--- src/rtl/wrap_event_fifo.sv ---
// Turns each counter wrap (i_en & i_tc) into a sequence-numbered record and queues it
// in a show-ahead FIFO. Overflowing records are dropped, but the sequence number still advances.
module wrap_event_fifo #(
  parameter int DEPTH = 4,
  parameter int SEQ_W = 8
) (
  input  logic                     i_clk,
  input  logic                     i_rst_n,
  input  logic                     i_en,
  input  logic                     i_tc,
  output logic                     o_valid,
  input  logic                     i_ready,
  output logic [SEQ_W-1:0]         o_data,
  output logic [$clog2(DEPTH):0]   o_level,
  output logic                     o_full,
  output logic                     o_overflow,
  input  logic                     i_clr_ovf
);

  localparam int AW = $clog2(DEPTH);
  localparam int PW = AW + 1;

  logic [PW-1:0]    wr_ptr_q, wr_ptr_d;
  logic [PW-1:0]    rd_ptr_q, rd_ptr_d;
  logic [SEQ_W-1:0] seq_q, seq_d;
  logic             ovf_q, ovf_d;
  logic [SEQ_W-1:0] mem_q [DEPTH];

  logic empty;
  logic full;
  logic evt;
  logic pop;
  logic push;
  logic drop;

  // The extra pointer MSB separates full from empty when the index bits match.
  assign empty = (wr_ptr_q == rd_ptr_q);
  assign full  = (wr_ptr_q[AW] != rd_ptr_q[AW]) &&
                 (wr_ptr_q[AW-1:0] == rd_ptr_q[AW-1:0]);

  assign evt  = i_en & i_tc;
  assign pop  = ~empty & i_ready;
  assign push = evt & (~full | pop);
  assign drop = evt & full & ~pop;

  always_comb begin
    wr_ptr_d = wr_ptr_q;
    rd_ptr_d = rd_ptr_q;
    seq_d    = seq_q;
    ovf_d    = ovf_q;
    if (push) wr_ptr_d = wr_ptr_q + PW'(1);
    if (pop)  rd_ptr_d = rd_ptr_q + PW'(1);
    if (evt)  seq_d    = seq_q + SEQ_W'(1);
    // A drop in the same cycle as a clear keeps the flag set.
    if (drop)           ovf_d = 1'b1;
    else if (i_clr_ovf) ovf_d = 1'b0;
  end

  always_ff @(posedge i_clk) begin
    if (!i_rst_n) begin
      wr_ptr_q <= '0;
      rd_ptr_q <= '0;
      seq_q    <= '0;
      ovf_q    <= 1'b0;
    end else begin
      wr_ptr_q <= wr_ptr_d;
      rd_ptr_q <= rd_ptr_d;
      seq_q    <= seq_d;
      ovf_q    <= ovf_d;
    end
  end

  // Storage needs no reset: entries are only visible between the reset pointers.
  always_ff @(posedge i_clk) begin
    if (push) mem_q[wr_ptr_q[AW-1:0]] <= seq_q;
  end

  assign o_valid    = ~empty;
  assign o_full     = full;
  assign o_level    = wr_ptr_q - rd_ptr_q;
  assign o_overflow = ovf_q;
  assign o_data     = empty ? '0 : mem_q[rd_ptr_q[AW-1:0]];

endmodule

--- config.mk ---
export PLATFORM = sky130hd
export DESIGN_NAME = wrap_event_fifo
export DESIGN_NICKNAME = d
export VERILOG_FILES = /design/src/rtl/wrap_event_fifo.sv
export SDC_FILE = /design/constraint.sdc
export NUM_CORES = 1
export LEC_CHECK = 0
export CAP_MARGIN = 20
export CORE_MARGIN = 5
export CORE_UTILIZATION = 60
export CTS_CLUSTER_SIZE = 28
export DETAILED_ROUTE_END_ITERATION = 12
export GPL_ROUTABILITY_DRIVEN = 0
export GPL_TIMING_DRIVEN = 0
export PLACE_DENSITY = 0.87
export SYNTH_ARGS = -nofsm -noshare
export SYNTH_HDL_FRONTEND = slang
export SYNTH_SLANG_ARGS = --single-unit
--- constraint.sdc ---
create_clock -name i_clk -period 4.1 [get_ports i_clk]
set_input_delay 0.82 -clock i_clk [delete_from_list [all_inputs] [get_ports i_clk]]
set_output_delay 0.82 -clock i_clk [all_outputs]
set_load 0.02 [all_outputs]
==> results of run 1 <==
==> critical path: stages, from the launching register on <==
cell	delay [ns]
dfxtp_1	0.41
inv_1	0.11
ha_1	0.32
nand2_1	0.09
nor2_1	0.58
nor2b_1	0.11
clkdlybuf4s50_1	0.57
==> cells in the final DEF, fill, tap and decap left out, types with 4 or more instances in the layout <==
cell,count
o21ai_0,4
a21oi_1,8
nand3_1,4
nor2_1,4
clkbuf_4,5
nand2_1,12
dfxtp_1,17
ha_1,8
and2_1,4
edfxtp_1,32
inv_1,10
clkdlybuf4s50_1,19
or3_1,4
nor2b_1,8
mux4_2,8
mux2i_1,6
==> state kept, by name (all words and copies together) (netlist names), named ones only <==
| register | flops |
|---|---|
| mem_q | 32 |
| seq_q | 8 |
| rd_ptr_q | 3 |
| wr_ptr_q | 3 |
| o_overflow | 1 |
==> routing by layer <==
layer / track usage [%] / up-vias / wire [um]
met5: 0 / - / 0
met4: 8.026 / 0 / 59
met3: 6.105 / 10 / 153
met2: 28.28 / 25 / 1934
met1: 21.27 / 623 / 1581
li1: - / 613 / -
==> final timing paths <==
| path | startpoint | to | depth (start not counted) |
|---|---|---|---|
| setup / recovery | wr_ptr_q[0] | o_data[6] | 6 |
| hold / removal | wr_ptr_q[0] | wr_ptr_q[0] | 2 |
| setup reg to reg | wr_ptr_q[0] | mem_q[0][2] | 5 |
| hold reg to reg | wr_ptr_q[0] | wr_ptr_q[0] | 2 |
==> power groups by stage <==
stage,registers (mW),clock network [mW],logic (mW)
global placement,0.552,0,0.178
floorplan,0.551,0,0.112
CTS,0.542,0.274,0.185
global route,0.544,0.300,0.199
finish,0.542,0.268,0.181
detailed placement,0.554,0,0.184
==> cells by family after synthesis <==
family,count (synthesis)
AOI/OAI and AO/OA,17
xor gates and xnor gates,5
adders and majority gates,9
buffers and inverters,14
DFF,49
muxes,14
and+or+nand+nor,45
==> stage by stage <==
stage | setup WS [ns] | hold WS [ns] | cell area [um^2] | utilization, % | std cells
floorplan | 1.862 | 0.4688 | 2095 | - | 153
global placement | 1.175 | 0.4646 | 2342 | 69.64 | 218
detailed placement | 1.093 | 0.5121 | 2342 | 69.64 | 218
CTS | 0.6435 | 0.5299 | 2417 | 71.88 | 226
global route | 0.4464 | 0.5546 | 2425 | 72.10 | 227
finish | 0.7251 | 0.5250 | 2425 | 72.10 | 227
==> area by class of cell <==
type	count	area share [%]
Multi-Input combinational cell	90	30.50
Clock inverter	2	1.393
Inverter	11	1.703
Tap cell	46	2.374
Timing Repair Buffer	20	8.153
Buffer	3	0.5160
Sequential cell	49	53.66
Clock buffer	6	1.703
==> metrics.cfg, run 1 <==
[hold_path]
hold_path_class=flop to flop

[logic_synthesis]
synth_area_um2=2095
ys_warn_count=0
synthCells=153
syn_area_per_cell_um2=13.69
synth_area_leaders=edfxtp_1 46%, dfxtp_1 16%, mux4_2 8.6%, ha_1 4.8%, mux2i_1 2.9%
synth_top_family_by_area=simple AND/OR/NAND/NOR gates
synth-edff-count=32
post-synth-top-count-cell=edfxtp_1
yosys.area.top_type=edfxtp_1
ys.flop_type=edfxtp_1
synth_top_cell_area_share_pct=45.88
synthXorXnorAreaFrac_pct=2.091
synth_mux_area_share_pct=11.47
synthAdderAreaFrac_pct=5.735
async_flop_share_pct=0
synth-seq-area-share_pct=62.13
ys_types=26
synth_simple_gate_area_share_pct=11.47
ys_ff_latch=49
synth-compound-area-share_pct=4.540
synth_nets=168
synth_commonest_cells=32 x edfxtp_1, 17 x dfxtp_1, 12 x nand2_1

[setup_path]
worstPathRequired_ns=3.28
critPathCaptureType=primary output
critPathMaxFanout=10
crit_type=flop to primary output
reg2reg_slack_ns=1.82
arrival_ns=2.55
crit_path_start_kind=flop

[route]
ant_nets=0
drc=0
wl_per_cell_um=16.43
drt_wl_total_um=3729
via_per_inst=5.599
dr.pass1.iters=4
dr_total_vias=1271
drtIter0Drc=60

[global_routing]
antenna_found_initial=0
grt_overflow=0
grt_pass1_vias=1361
grt_first_pass_wirelength_um=6492
grtUsageTotal_pct=17.58
grt_max_degree=15

[finish]
multiInputGateArea_um2=739.5
area_delta_synth_final_pct=15.77
seq_area_um2=1301
layout-drive-gt1-share_pct=8.840
n_fill_cell=250
layout.nets=195
antennaDiodeCount=0

[placed_design]
port_buffers=19
dp_hpwl_um=2706

[pwr]
p_int_uw=747.3
power_frac_comb_pct=18.2
pwr-share-seq_pct=54.7
p_sw_uw=243.6
peakVddDrop_v=0.0002276
finalPower_uw=990.9
power_leakage_nw=0.8270
sw_frac_of_total_pct=24.59
pwr-share-clk_pct=27.1
power.density_nw_per_um2=408.7

[clock_network]
postCtsResizedCells=0
postCtsSetupRepairBufs=0
numCtsBuffers=5
ctsHoldBuffers=0
root_buffer=clkbuf_4
htreeDepth=2
clk_path_buf_depth=2
worstSkewPairLatency_ns=0.36
cts_tree=yes
clock_sinks=49
clk_pin_slew_ns=0.13

[flow_run]
drv_cap=0

[timing]
hold_viol_final=0
clock.fmax_mhz=296.3
tightest_slew_ns=0.7541
skew_ns=0.005474
finalCritPeriodShare_pct=82.31
setup_viol=0
fin_crit_ns=3.375
tns_ns=0
slew_headroom_pct=49.54
drv_slew=0
rsz0062_at_grt=no

[floorplan]
die_area_um2=4773
core-area_um2=3363
die_x_um=69.09
initial_utilization_pct=62.28
num_rows=21
pin_count=20
fp.dieH_um=69.09

[outcome]
status=finished clean

(Power assumes the default switching activity.)
==> inputs of run 2 (changes only) <==
CORE_UTILIZATION = 56   (was 60)
PLACE_DENSITY = 0.82   (was 0.87)
clock period = 3.5 ns   (was 4.1 ns; I/O delays follow)
==> metrics.cfg, run 2 (synthesis results as in run 1) <==
[global_routing]
grtUsageTotal_pct=15.96  ; was 17.58%
grt_first_pass_wirelength_um=6196  ; was 6492 um
antenna_found_initial=0  ; unchanged
grt_pass1_vias=1304  ; was 1361
grt_max_degree=15  ; unchanged
grt_overflow=0  ; unchanged

[floorplan]
fp.dieH_um=71.16  ; was 69.09 um
initial_utilization_pct=57.64  ; was 62.28%
num_rows=22  ; was 21
die_area_um2=5063  ; was 4773 um^2
die_x_um=71.16  ; was 69.09 um
pin_count=20  ; unchanged
core-area_um2=3633  ; was 3363 um^2

[route]
wl_per_cell_um=15.80  ; was 16.43 um
drt_wl_total_um=3619  ; was 3729 um
via_per_inst=5.533  ; was 5.599
dr.pass1.iters=4  ; unchanged
ant_nets=0  ; unchanged
drtIter0Drc=61  ; was 60
dr_total_vias=1267  ; was 1271
drc=0  ; unchanged

[timing]
slew_headroom_pct=50.39  ; was 49.54%
tns_ns=0  ; unchanged
finalCritPeriodShare_pct=90.54
clock.fmax_mhz=315.6
worst_slack_ns=0.3312  ; was 0.7251 ns
hold_viol_final=0  ; unchanged
drv_slew=0  ; unchanged
rsz0062_at_grt=no  ; unchanged
skew_ns=0.008249  ; was 0.005474 ns
fin_crit_ns=3.169
setup_viol=0  ; unchanged
tightest_slew_ns=0.7415  ; was 0.7541 ns

[clock_network]
postCtsSetupRepairBufs=0  ; unchanged
clk_pin_slew_ns=0.08  ; was 0.13 ns
htreeDepth=2  ; unchanged
root_buffer=clkbuf_8  ; was clkbuf_4
clk_path_buf_depth=2  ; unchanged
ctsHoldBuffers=0  ; unchanged
postCtsResizedCells=0  ; unchanged
clock_sinks=49  ; unchanged
worstSkewPairLatency_ns=0.29  ; was 0.36 ns
cts_tree=yes  ; unchanged
numCtsBuffers=5  ; unchanged

[pwr]
pwr-share-clk_pct=26.7  ; was 27.1%
sw_frac_of_total_pct=25.05  ; was 24.59%
p_sw_uw=289.0  ; was 243.6 uW
pwr-share-seq_pct=55.1  ; was 54.7%
power_leakage_nw=0.8321  ; was 0.8270 nW
finalPower_mw=1.154  ; was 990.9 uW
power_frac_comb_pct=18.2  ; about the same
p_int_uw=864.6  ; was 747.3 uW
power.density_nw_per_um2=473.8  ; was 408.7 nW/um^2
peakVddDrop_v=0.0002845  ; was 0.0002276 V

[setup_path]
reg2reg_slack_ns=1.24  ; was 1.82 ns
arrival_ns=2.47  ; was 2.55 ns
critPathCaptureType=primary output  ; unchanged
crit_path_start_kind=flop  ; unchanged
crit_type=flop to primary output  ; unchanged
worstPathRequired_ns=2.80  ; was 3.28 ns
critPathMaxFanout=10  ; unchanged

[finish]
layout-drive-gt1-share_pct=9.392  ; was 8.840%
antennaDiodeCount=0  ; unchanged
finalInstanceArea_um2=2435  ; was 2425 um^2
final_cell_mix=32 x edfxtp_1, 19 x clkdlybuf4s50_1, 17 x dfxtp_1  ; unchanged
layout.nets=195  ; unchanged
area_delta_synth_final_pct=16.25  ; was 15.77%
n_fill_cell=282  ; was 250
utilization_pct=67.01  ; was 72.10%
largest_reg_flops=32  ; unchanged
final_common_cell=edfxtp_1  ; unchanged

[hold_path]
hold_path_class=flop to flop  ; unchanged

[placed_design]
port_buffers=19  ; unchanged
placedInstanceArea_um2=2345  ; was 2342 um^2
dp_hpwl_um=2634  ; was 2706 um
place_ws_ns=0.5429  ; was 1.093 ns

[flow_run]
drv_cap=0  ; unchanged

[outcome]
status=finished clean  ; unchanged

run 2: cell count changes in the layout (fill, tap and decap cells not counted):
cell       delta
clkinv_1      -1
clkbuf_4      -5
clkinv_2      +2
clkbuf_8      +5
bufinv_16     -1
run 2: metal layers:
metal	global-route usage [%]	wire, um	part of all wire [%]	vias up
met5	0	0	0	-
met3	2.983	149	4.1	7
li1	-	-	-	612
met2	28.06	1927	53	31
met1	19.42	1480	41	617
met4	5.846	62	1.7	0
run 2: cell type report:
| type | count | area (um^2) | share of cell area [%] |
|---|---|---|---|
| multi-input combinational | 90 | 739.5 | 30.37 |
| tap | 48 | 60.06 | 2.467 |
| clock inverter | 2 | 10.01 | 0.4111 |
| clock buffer | 6 | 72.57 | 2.980 |
| inverter | 11 | 41.29 | 1.696 |
| buffer | 3 | 12.51 | 0.5139 |
| sequential | 49 | 1301 | 53.44 |
| timing repair buffer | 20 | 197.7 | 8.119 |
run 2: final timing paths:
path | start | endpoint | cells after the start
worst max-delay path | wr_ptr_q[0] | o_data[4] | 6
worst min-delay path | o_overflow | o_overflow | 2
worst max register to register | wr_ptr_q[0] | mem_q[0][3] | 5
worst min register to register | o_overflow | o_overflow | 2
run 2: power by group through the flow:
stage | combinational [mW] | clock (mW) | sequential [mW]
after detailed placement | 0.215 | 0 | 0.649
after global routing | 0.230 | 0.344 | 0.638
final | 0.210 | 0.308 | 0.635
after floorplan | 0.131 | 0 | 0.646
after CTS | 0.215 | 0.315 | 0.636
after global placement | 0.208 | 0 | 0.648
run 2: per-stage QoR:
stage                     std cells  hold slack, ns
after global placement          220          0.4665
after detailed placement        220          0.4843
after CTS                       228          0.5008
final                           229          0.4956
after floorplan                 153          0.4688
after global routing            229          0.5268
run 2: worst max-delay path: stages, from the launching register on:
cell and delay (ns):
dfxtp_1 0.39, inv_1 0.11, ha_1 0.33, nand2_1 0.10
nor2_1 0.58, nor2b_1 0.10, clkdlybuf4s50_1 0.57
==> inputs of run 3 (changes only) <==
ABC_AREA = 1   (was not set)
SLEW_MARGIN = 20   (was not set)
==> metrics.cfg, run 3 <==
[setup_path]
crit_path_start_kind=flop  ; unchanged
crit_path_top_delay_cell=clkdlybuf4s50_1  ; was nor2_1
critPathMaxFanout=8  ; was 10
max_stage_delay_ns=0.63  ; was 0.58 ns
arrival_ns=2.36  ; was 2.47 ns
critPathMostFrequentCell=inv_1
path_buf_inv=4  ; was 2
crit_type=flop to primary output  ; unchanged
critical-path-top-delay-family=buffers and inverters  ; was simple AND/OR/NAND/NOR gates
cp_cell_sequence=inv_1, ha_1, nand2_1, inv_1, nand2_4, inv_2, a21oi_1, clkdlybuf4s50_1  ; was inv_1, ha_1, nand2_1, nor2_1, nor2b_1, clkdlybuf4s50_1
critPathCaptureType=primary output  ; unchanged
worstPathRequired_ns=2.80  ; about the same

[route]
via_per_inst=5.049  ; was 5.533
drtIter0Drc=128  ; was 61
wl_per_cell_um=13.10  ; was 15.80 um
drc=0  ; unchanged
ant_nets=0  ; unchanged
drt_wl_total_um=3994  ; was 3619 um
dr.pass1.iters=5  ; was 4
dr_total_vias=1540  ; was 1267

[timing]
fin_crit_ns=3.059  ; was 3.169 ns
tightest_slew_ns=0.8567  ; was 0.7415 ns
clock.fmax_mhz=326.9  ; was 315.6 MHz
slew_headroom_pct=42.68  ; was 50.39%
rsz0062_at_grt=no  ; unchanged
hold_viol_final=0  ; unchanged
drv_slew=0  ; unchanged
holdWs_ns=0.4713  ; was 0.4956 ns
tns_ns=0  ; unchanged
skew_ns=0.009563  ; was 0.008249 ns
finalCritPeriodShare_pct=87.41  ; was 90.54%
setup_viol=0  ; unchanged

[clock_network]
worstSkewPairLatency_ns=0.30  ; was 0.29 ns
root_buffer=clkbuf_8  ; unchanged
postCtsResizedCells=0  ; unchanged
htreeDepth=2  ; unchanged
ctsHoldBuffers=0  ; unchanged
numCtsBuffers=5  ; unchanged
clock_sinks=49  ; unchanged
cts_tree=yes  ; unchanged
postCtsSetupRepairBufs=0  ; unchanged
clk_path_buf_depth=2  ; unchanged
clk_pin_slew_ns=0.07  ; was 0.08 ns

[finish]
antennaDiodeCount=0  ; unchanged
fin_cells=305  ; was 229
final_common_cell=nor2_1  ; was edfxtp_1
final_cell_mix=52 x nor2_1, 32 x edfxtp_1, 30 x nand2_1  ; was 32 x edfxtp_1, 19 x clkdlybuf4s50_1, 17 x dfxtp_1
largest_reg_flops=32  ; unchanged
layout-drive-gt1-share_pct=9.339  ; was 9.392%
utilization_pct=67.98  ; was 67.01%
layout.nets=271  ; was 195
n_fill_cell=294  ; was 282
area_delta_synth_final_pct=15.77  ; was 16.25%

[global_routing]
met2_usage_pct=26.35  ; was 28.06%
antenna_found_initial=0  ; unchanged
grt_pass1_vias=1388  ; was 1304
grtUsageTotal_pct=16.66  ; was 15.96%
grt_use_met3_pct=2.204  ; was 2.983%
grt_max_degree=15  ; unchanged
grt_first_pass_wirelength_um=6568  ; was 6196 um
grt_util_met1_pct=21.87  ; was 19.42%
grt_overflow=0  ; unchanged
grt-busiest-layer=met2  ; unchanged

[logic_synthesis]
post-synth-top-count-cell=nor2_1  ; was edfxtp_1
synth_area_leaders=edfxtp_1 44%, dfxtp_1 15%, nor2_1 8.9%, nand2_1 5.1%, ha_1 4.6%  ; was edfxtp_1 46%, dfxtp_1 16%, mux4_2 8.6%, ha_1 4.8%, mux2i_1 2.9%
yosys.area.top_type=edfxtp_1  ; unchanged
synth_nets=246  ; was 168
synth_area_um2=2198  ; was 2095 um^2
synth_top_cell_area_share_pct=43.71  ; was 45.88%
ys_warn_count=0  ; unchanged
syn_area_per_cell_um2=9.517  ; was 13.69 um^2
synthXorXnorAreaFrac_pct=1.195  ; was 2.091%
synth_top_family_by_area=simple AND/OR/NAND/NOR gates  ; unchanged
async_flop_share_pct=0  ; unchanged
synth_mux_area_share_pct=0  ; was 11.47%
synth-compound-area-share_pct=7.740  ; was 4.540%
ys.flop_type=edfxtp_1  ; unchanged
ys_ff_latch=49  ; unchanged
synthAdderAreaFrac_pct=5.464  ; was 5.735%
synth-seq-area-share_pct=59.19  ; was 62.13%
synth_simple_gate_area_share_pct=20.26  ; was 11.47%
synth_commonest_cells=52 x nor2_1, 32 x edfxtp_1, 30 x nand2_1  ; was 32 x edfxtp_1, 17 x dfxtp_1, 12 x nand2_1
synthCells=231  ; was 153
ys_types=24  ; was 26
synth-edff-count=32  ; unchanged

[floorplan]
num_rows=22  ; unchanged
initial_utilization_pct=58.72  ; was 57.64%
pin_count=20  ; unchanged
core-area_um2=3744  ; was 3633 um^2
die_x_um=72.66  ; was 71.16 um
fp.dieH_um=72.66  ; was 71.16 um
die_area_um2=5279  ; was 5063 um^2

[placed_design]
placed_cells=297  ; was 220
port_buffers=18  ; was 19
dp_hpwl_um=2601  ; was 2634 um

[pwr]
peakVddDrop_v=0.0002625  ; was 0.0002845 V
power_leakage_nw=0.9887  ; was 0.8321 nW
power.density_nw_per_um2=492.3  ; was 473.8 nW/um^2

[outcome]
status=finished clean  ; unchanged

[hold_path]
hold_path_class=flop to flop  ; unchanged

[flow_run]
drv_cap=0  ; unchanged

-- run 3: cell count changes in the layout (fill, tap and decap cells not counted), moves of 4 or more --
cell	before	now
nor2_1	4	52
nand2_1	12	30
inv_1	10	24
o21ai_0	4	18
a21oi_1	8	16
mux4_2	8	0
nor2b_1	8	0
mux2i_1	6	0
nand2_2	0	5
nand3_1	4	9
and2_1	4	0
or3_1	4	0
-- run 3: path summary, 6_finish.rpt --
path	to	slack (ns)	from	cells past startpoint
worst max register to register	mem_q[1][4]	1.20	wr_ptr_q[0]	7
worst min-delay path	o_overflow	0.47	o_overflow	2
worst min register to register	o_overflow	0.47	o_overflow	2
worst max-delay path	o_data[0]	0.44	wr_ptr_q[0]	8
-- run 3: metal layers --
layer	vias up	wire (um)
met5	-	0
met4	0	127
met3	12	144
met2	31	1997
met1	697	1725
li1	800	-
-- run 3: cell type report --
cell class | instances | area, um^2 | share of cell area (%)
multi-input combinational | 149 | 762.0 | 29.94
buffer | 5 | 28.78 | 1.131
tap | 48 | 60.06 | 2.360
clock buffer | 6 | 72.57 | 2.852
clock inverter | 2 | 33.78 | 1.327
sequential | 49 | 1301 | 51.13
timing repair buffer | 18 | 180.2 | 7.080
inverter | 28 | 106.4 | 4.179
-- run 3: kinds of logic after synthesis --
group                      Yosys count
AOI/OAI and AO/OA                   34
DFF                                 49
xor gates and xnor gates             3
and+or+nand+nor                    103
buffers and inverters               33
adders and majority gates            9
-- run 3: report_power, final --
part           switching (mW)  total [mW]  internal, mW
combinational           0.141       0.237        0.0961
sequential             0.0111       0.638         0.627
clock                   0.167       0.377         0.211
total                   0.319        1.25         0.934
-- run 3: tightest hold or removal path, delay by kind of cell, from the launching register on --
kind / cells / cell delay, ns
flops: 1 / 0.31
simple gates: 1 / 0.06
compound gates: 1 / 0.05
-- run 3: through the flow --
step	instance area [um^2]	setup slack, ns	total power [mW]
finish	2545	0.4406	1.253
detailed placement	2439	0.7794	0.8884
global placement	2439	0.8192	0.8830
CTS	2545	0.4552	1.262
global route	2545	0.3013	1.319
floorplan	2198	1.314	0.7940
